==> config.mk <==
export PLATFORM = sky130hd
export DESIGN_NAME = ldm_stm_sequencer
export DESIGN_NICKNAME = d
export VERILOG_FILES = /design/src/rtl/ldm_stm_sequencer.sv
export SDC_FILE = /design/constraint.sdc
export NUM_CORES = 1
export LEC_CHECK = 0
export BUFFER_PORTS_ARGS = -buffer_cell sky130_fd_sc_hd__buf_2
export CAP_MARGIN = 20
export CORE_MARGIN = 1
export CORE_UTILIZATION = 45
export CTS_CLUSTER_DIAMETER = 200
export CTS_CLUSTER_SIZE = 40
export DETAILED_ROUTE_END_ITERATION = 10
export PLACE_DENSITY_LB_ADDON = 0.05
export SKIP_CTS_REPAIR_TIMING = 1
export SLEW_MARGIN = 20
export SYNTH_ARGS = -nofsm -noshare
export SYNTH_HDL_FRONTEND = slang
export SYNTH_SLANG_ARGS = --single-unit
==> constraint.sdc <==
create_clock -name clk -period 3.45 [get_ports clk]
set_clock_uncertainty 0.05 [all_clocks]
set_input_delay 0 -clock clk [delete_from_list [all_inputs] [get_ports clk]]
set_output_delay 0 -clock clk [all_outputs]
set_load 0.02 [all_outputs]
==> src/rtl/ldm_stm_sequencer.sv <==
// ARM7 LDM/STM block-transfer sequencer: walks the register list, issues ascending word beats
// and produces the base write-back value. Optional abort support under macro LDM_ABORT_EN.
module ldm_stm_sequencer #(
  parameter int ADDR_W = 32
) (
  input  logic              clk,
  input  logic              clr,
  input  logic              start,
  input  logic [15:0]       reg_list,
  input  logic [ADDR_W-1:0] base,
  input  logic [3:0]        base_idx,
  input  logic              up,
  input  logic              pre,
  input  logic              load,
  input  logic              wb,
  input  logic              mem_ready,
  output logic              busy,
  output logic              done,
  output logic [3:0]        reg_sel,
  output logic              mem_req,
  output logic              mem_we,
  output logic [ADDR_W-1:0] addr,
  output logic              rf_we,
  output logic              wb_en,
  output logic [ADDR_W-1:0] wb_addr
`ifdef LDM_ABORT_EN
  ,
  input  logic              mem_abort,
  output logic              aborted
`endif
);

  typedef enum logic [1:0] {
    S_IDLE = 2'd0,
    S_XFER = 2'd1,
    S_WB   = 2'd2,
    S_DONE = 2'd3
  } state_t;

  state_t            state_q;
  state_t            state_d;
  logic [15:0]       list_q;
  logic [ADDR_W-1:0] addr_q;
  logic [ADDR_W-1:0] wb_addr_q;
  logic              load_q;
  logic              wb_q;
  logic              wb_keep_q;

  logic [4:0]        n_pop;
  logic [ADDR_W-1:0] four_n;
  logic [ADDR_W-1:0] start_addr;
  logic [3:0]        low_idx;
  logic [15:0]       list_rest;
  logic              accept;
  logic              beat_done;
  logic              abort_hit;

  always_comb begin
    n_pop = '0;
    for (int i = 0; i < 16; i++) begin
      n_pop = n_pop + 5'(reg_list[i]);
    end
  end

  assign four_n = ADDR_W'({n_pop, 2'b00});

  // Beats always ascend, so the start address is the lowest word of the block.
  always_comb begin
    start_addr = base;
    case ({up, pre})
      2'b10:   start_addr = base;
      2'b11:   start_addr = base + ADDR_W'(4);
      2'b00:   start_addr = base - four_n + ADDR_W'(4);
      default: start_addr = base - four_n;
    endcase
  end

  // Descending scan so the lowest set bit is the one left standing.
  always_comb begin
    low_idx = '0;
    for (int i = 15; i >= 0; i--) begin
      if (list_q[i]) low_idx = 4'(i);
    end
  end

  assign list_rest = list_q & (list_q - 16'd1);
  assign accept    = (state_q == S_IDLE) && start;

  // Memory handshake: mem_req is held with stable addr/mem_we/reg_sel until a cycle in which
  // mem_ready=1; that cycle's rising edge completes the beat and advances to the next register.
  assign beat_done = (state_q == S_XFER) && mem_ready;

`ifdef LDM_ABORT_EN
  assign abort_hit = beat_done && mem_abort;
`else
  assign abort_hit = 1'b0;
`endif

  always_ff @(posedge clk or posedge clr) begin
    if (clr) state_q <= S_IDLE;
    else     state_q <= state_d;
  end

  always_comb begin
    state_d = state_q;
    case (state_q)
      S_IDLE: begin
        if (start) state_d = (n_pop == 5'd0) ? S_DONE : S_XFER;
      end
      S_XFER: begin
        if (abort_hit)                          state_d = S_DONE;
        else if (beat_done && list_rest == '0)  state_d = wb_q ? S_WB : S_DONE;
      end
      S_WB:    state_d = S_DONE;
      default: state_d = S_IDLE;
    endcase
  end

  always_ff @(posedge clk or posedge clr) begin
    if (clr) begin
      list_q    <= '0;
      addr_q    <= '0;
      wb_addr_q <= '0;
      load_q    <= 1'b0;
      wb_q      <= 1'b0;
      wb_keep_q <= 1'b0;
    end else if (accept) begin
      list_q    <= reg_list;
      addr_q    <= start_addr;
      wb_addr_q <= up ? (base + four_n) : (base - four_n);
      load_q    <= load;
      wb_q      <= wb;
      // A load into the base register overrides the write-back value.
      wb_keep_q <= ~(load & reg_list[base_idx]);
    end else if (beat_done) begin
      list_q <= abort_hit ? 16'd0 : list_rest;
      addr_q <= addr_q + ADDR_W'(4);
    end
  end

`ifdef LDM_ABORT_EN
  logic aborted_q;

  always_ff @(posedge clk or posedge clr) begin
    if (clr)            aborted_q <= 1'b0;
    else if (accept)    aborted_q <= 1'b0;
    else if (abort_hit) aborted_q <= 1'b1;
  end

  assign aborted = aborted_q;
`endif

  assign busy    = (state_q != S_IDLE);
  assign done    = (state_q == S_DONE);
  assign mem_req = (state_q == S_XFER);
  assign mem_we  = (state_q == S_XFER) && !load_q;
  assign reg_sel = low_idx;
  assign addr    = addr_q;
  assign rf_we   = beat_done && load_q && !abort_hit;
  assign wb_en   = (state_q == S_WB) && wb_keep_q;
  assign wb_addr = wb_addr_q;

endmodule

==> impl_metrics.ini <==
[critical_path]
worst_r2r_endpoint = state_q[0]
r2r-start = list_q[0]
critical_path_arrival_ps = 5640
start_kind = input pin
cp-end-kind = register
cp.required_ps = 3640
cp_max_fo = 5
r2r_cells = 9
r2r_slack_ps = 400
path_class = input pin to register

[die]
design.portCount = 134
core_area_um2 = 17400
start_util = 0.464
die_h_um = 136
rows = 48
die_x_um = 136
fp.dieArea_um2 = 18500

[finish]
syn_to_final_growth_pct = 46.8
regArea_um2 = 2130
final_area_um2 = 11900
fillerInstances = 1506
multiInputGateArea_um2 = 6450
final_core_utilization = 0.682
drive_gt1_frac = 0.390
fin_nets = 1443
final_cells = 1576
diodes = 0

[global_route]
antenna_found_initial = 0
grt_use_total = 0.314
grt_pass1_vias = 8122
grt_max_degree = 57
grt_pass1_wl_um = 44100
overflow = 0

[synth]
synth_top_area_share = 0.263
ys_types = 70
netlist_instances = 1053
synthArstFlopShare = 1.00
synth_edf_count = 0
synth_area_leaders = dfrtp_1, xnor2_1, o21ai_0, xor2_1, nand2_1
ys.flop_type = dfrtp_1
yosys_warnings = 0
netlist_area_um2 = 8090
yosysMostFrequentCell = nand2_1
synthTopCellsByCount = nand2_1, o21ai_0, dfrtp_1
avgSynthCellArea_um2 = 7.68
ys_seq_area_frac = 0.263
syn-num-nets = 1150
yosys.area.top_type = dfrtp_1
ys_seq_elements = 85

[sta]
post-route-worst-setup-slack_ps = -2000
setup-violations-final = 59
whs_ps = -22.4
slew_headroom = 0.525
hold_viol = 4
rsz0062_at_grt = yes
fin_setup_tns_ps = -83510
post-route-period-util = 1.58
slew_viol_final = 0
finalCriticalPeriod_ps = 5450
worstMarginPinSlew_ps = 713
fmax_mhz = 183

[worst_hold_path]
hold_depth = 4
hp-class = input pin to register
hold_end = list_q[2]
hp-start = reg_list[2]

[cts]
path_clk_slew_ps = 80
cts_sinks = 85
clkLatencyLatePin_ps = 360
clockBufferDepth = 2
cts_tree = built
cts_max_level = 3
numCtsBuffers = 9
root_buffer = clkbuf_16

[detailed_routing]
drt_iter0_markers = 714
drc = 0
dr_total_vias = 9250
drtAntennaViolNets = 0
wl_um = 30000
dr.pass1.iters = 5
wl_per_cell_um = 19.0
viasPerCell = 5.87

[placed_design]
dp_cells = 1515
pre_cts_ws_ps = -2360
place_area_um2 = 10500
dp_hpwl_um = 22000
routabilityCongestion = 0.972
io_buffers = 133

[pwr]
switchingPower_mw = 4.33
power_density_nw_per_um2 = 770
seq_power_share = 0.210
vdd_drop_max_uv = 510
internal_power_mw = 4.81
total_power_mw = 9.15
clock_power_share = 0.109
swShare = 0.474
combPwrFrac = 0.680
leakage_nw = 5.06

[status]
outcome = finished with violations
violations = hold timing, setup timing

[run]
cap_viol_max_count = 0
==> routing by layer <==
| layer | vias to the layer above | track usage | part of all wire | routed length (um) |
|---|---|---|---|---|
| met5 | - | 0 | 0 | 0 |
| met4 | 0 | 0.0846 | 0.021 | 636 |
| met3 | 58 | 0.0522 | 0.072 | 2150 |
| met2 | 379 | 0.494 | 0.47 | 14000 |
| met1 | 4427 | 0.441 | 0.44 | 13200 |
| li1 | 4386 | - | - | - |
==> cells in the final DEF (no fill, tap or decap), types with 9 or more instances in the layout <==
cell type	instances
nor4_2	10
nor4_1	11
nand3_1	40
a31oi_1	19
o21ai_0	51
xor2_1	52
ha_1	15
clkbuf_16	9
a21oi_1	51
inv_1	42
and3_1	13
nand2_1	110
nor4_4	9
inv_2	11
xnor2_1	52
o21ai_1	34
nor2_1	65
o211ai_1	11
or3_1	13
nand4_1	15
nor3_1	23
dfrtp_1	85
a211oi_1	12
nor2_2	10
dlygate4sd3_1	17
buf_4	174
buf_6	31
buf_2	129
==> logic make-up (layout without fill, tap and decap cells) <==
group,Yosys count,count (layout),share of synthesized area
fa+ha+maj,40,40,0.0721
compound gates,273,273,0.212
buf+inv,127,425,0.0608
simple gates,407,407,0.251
mux,11,11,0.0217
flops,85,85,0.263
xor+xnor,110,110,0.119
==> registers in the layout (all words and copies together), names as in the netlist <==
| register | cells |
|---|---|
| wb_addr | 32 |
| wb_keep_q | 1 |
| list_q | 16 |
| state_q | 2 |
| wb_q | 1 |
| addr | 32 |
| load_q | 1 |
==> power by group through the flow <==
stage | Sequential [mW] | Clock, mW | Combinational, mW
4_1_cts | 1.92 | 1.01 | 5.25
6_report | 1.92 | 1.00 | 6.22
2_1_floorplan | 2.29 | 0 | 2.97
5_1_grt | 2.00 | 1.04 | 6.72
3_3_place_gp | 1.93 | 0 | 5.16
3_5_place_dp | 1.94 | 0 | 5.22
==> worst max path at each step <==
stage	startpoint	endpoint	slack, ps	cells after the start
after floorplan	reg_list[5]	addr[27]	-1920	20
after global placement	reg_list[5]	addr[31]	-2310	22
after detailed placement	reg_list[5]	addr[31]	-2360	22
after CTS	reg_list[5]	addr[31]	-1990	22
after global routing	reg_list[11]	addr[17]	-2220	23
final	reg_list[13]	addr[31]	-2000	25
==> critical path, stage by stage <==
cell and delay (ps):
buf_2 110, inv_2 60, fa_1 430, fa_1 530
fa_2 390, fa_1 570, inv_1 50, ha_1 280
a21o_1 170, a21oi_2 160, xor2_1 230, inv_1 120
ha_4 240, buf_6 130, a2111o_1 510, nand3_1 140
buf_4 120, a31oi_1 110, a211o_2 440, nor3_4 190
buf_6 170, buf_4 130, nand4b_1 110, xnor2_1 150
o22ai_1 90
==> layout make-up <==
type                            count  share of cell area
Clock inverter                      7             0.00537
Timing Repair Buffer              353               0.211
Tap cell                          225              0.0237
Multi-Input combinational cell    841               0.543
Sequential cell                    85               0.179
Inverter                           56              0.0187
Clock buffer                        9              0.0190
Power figures use the tool's default switching activity.
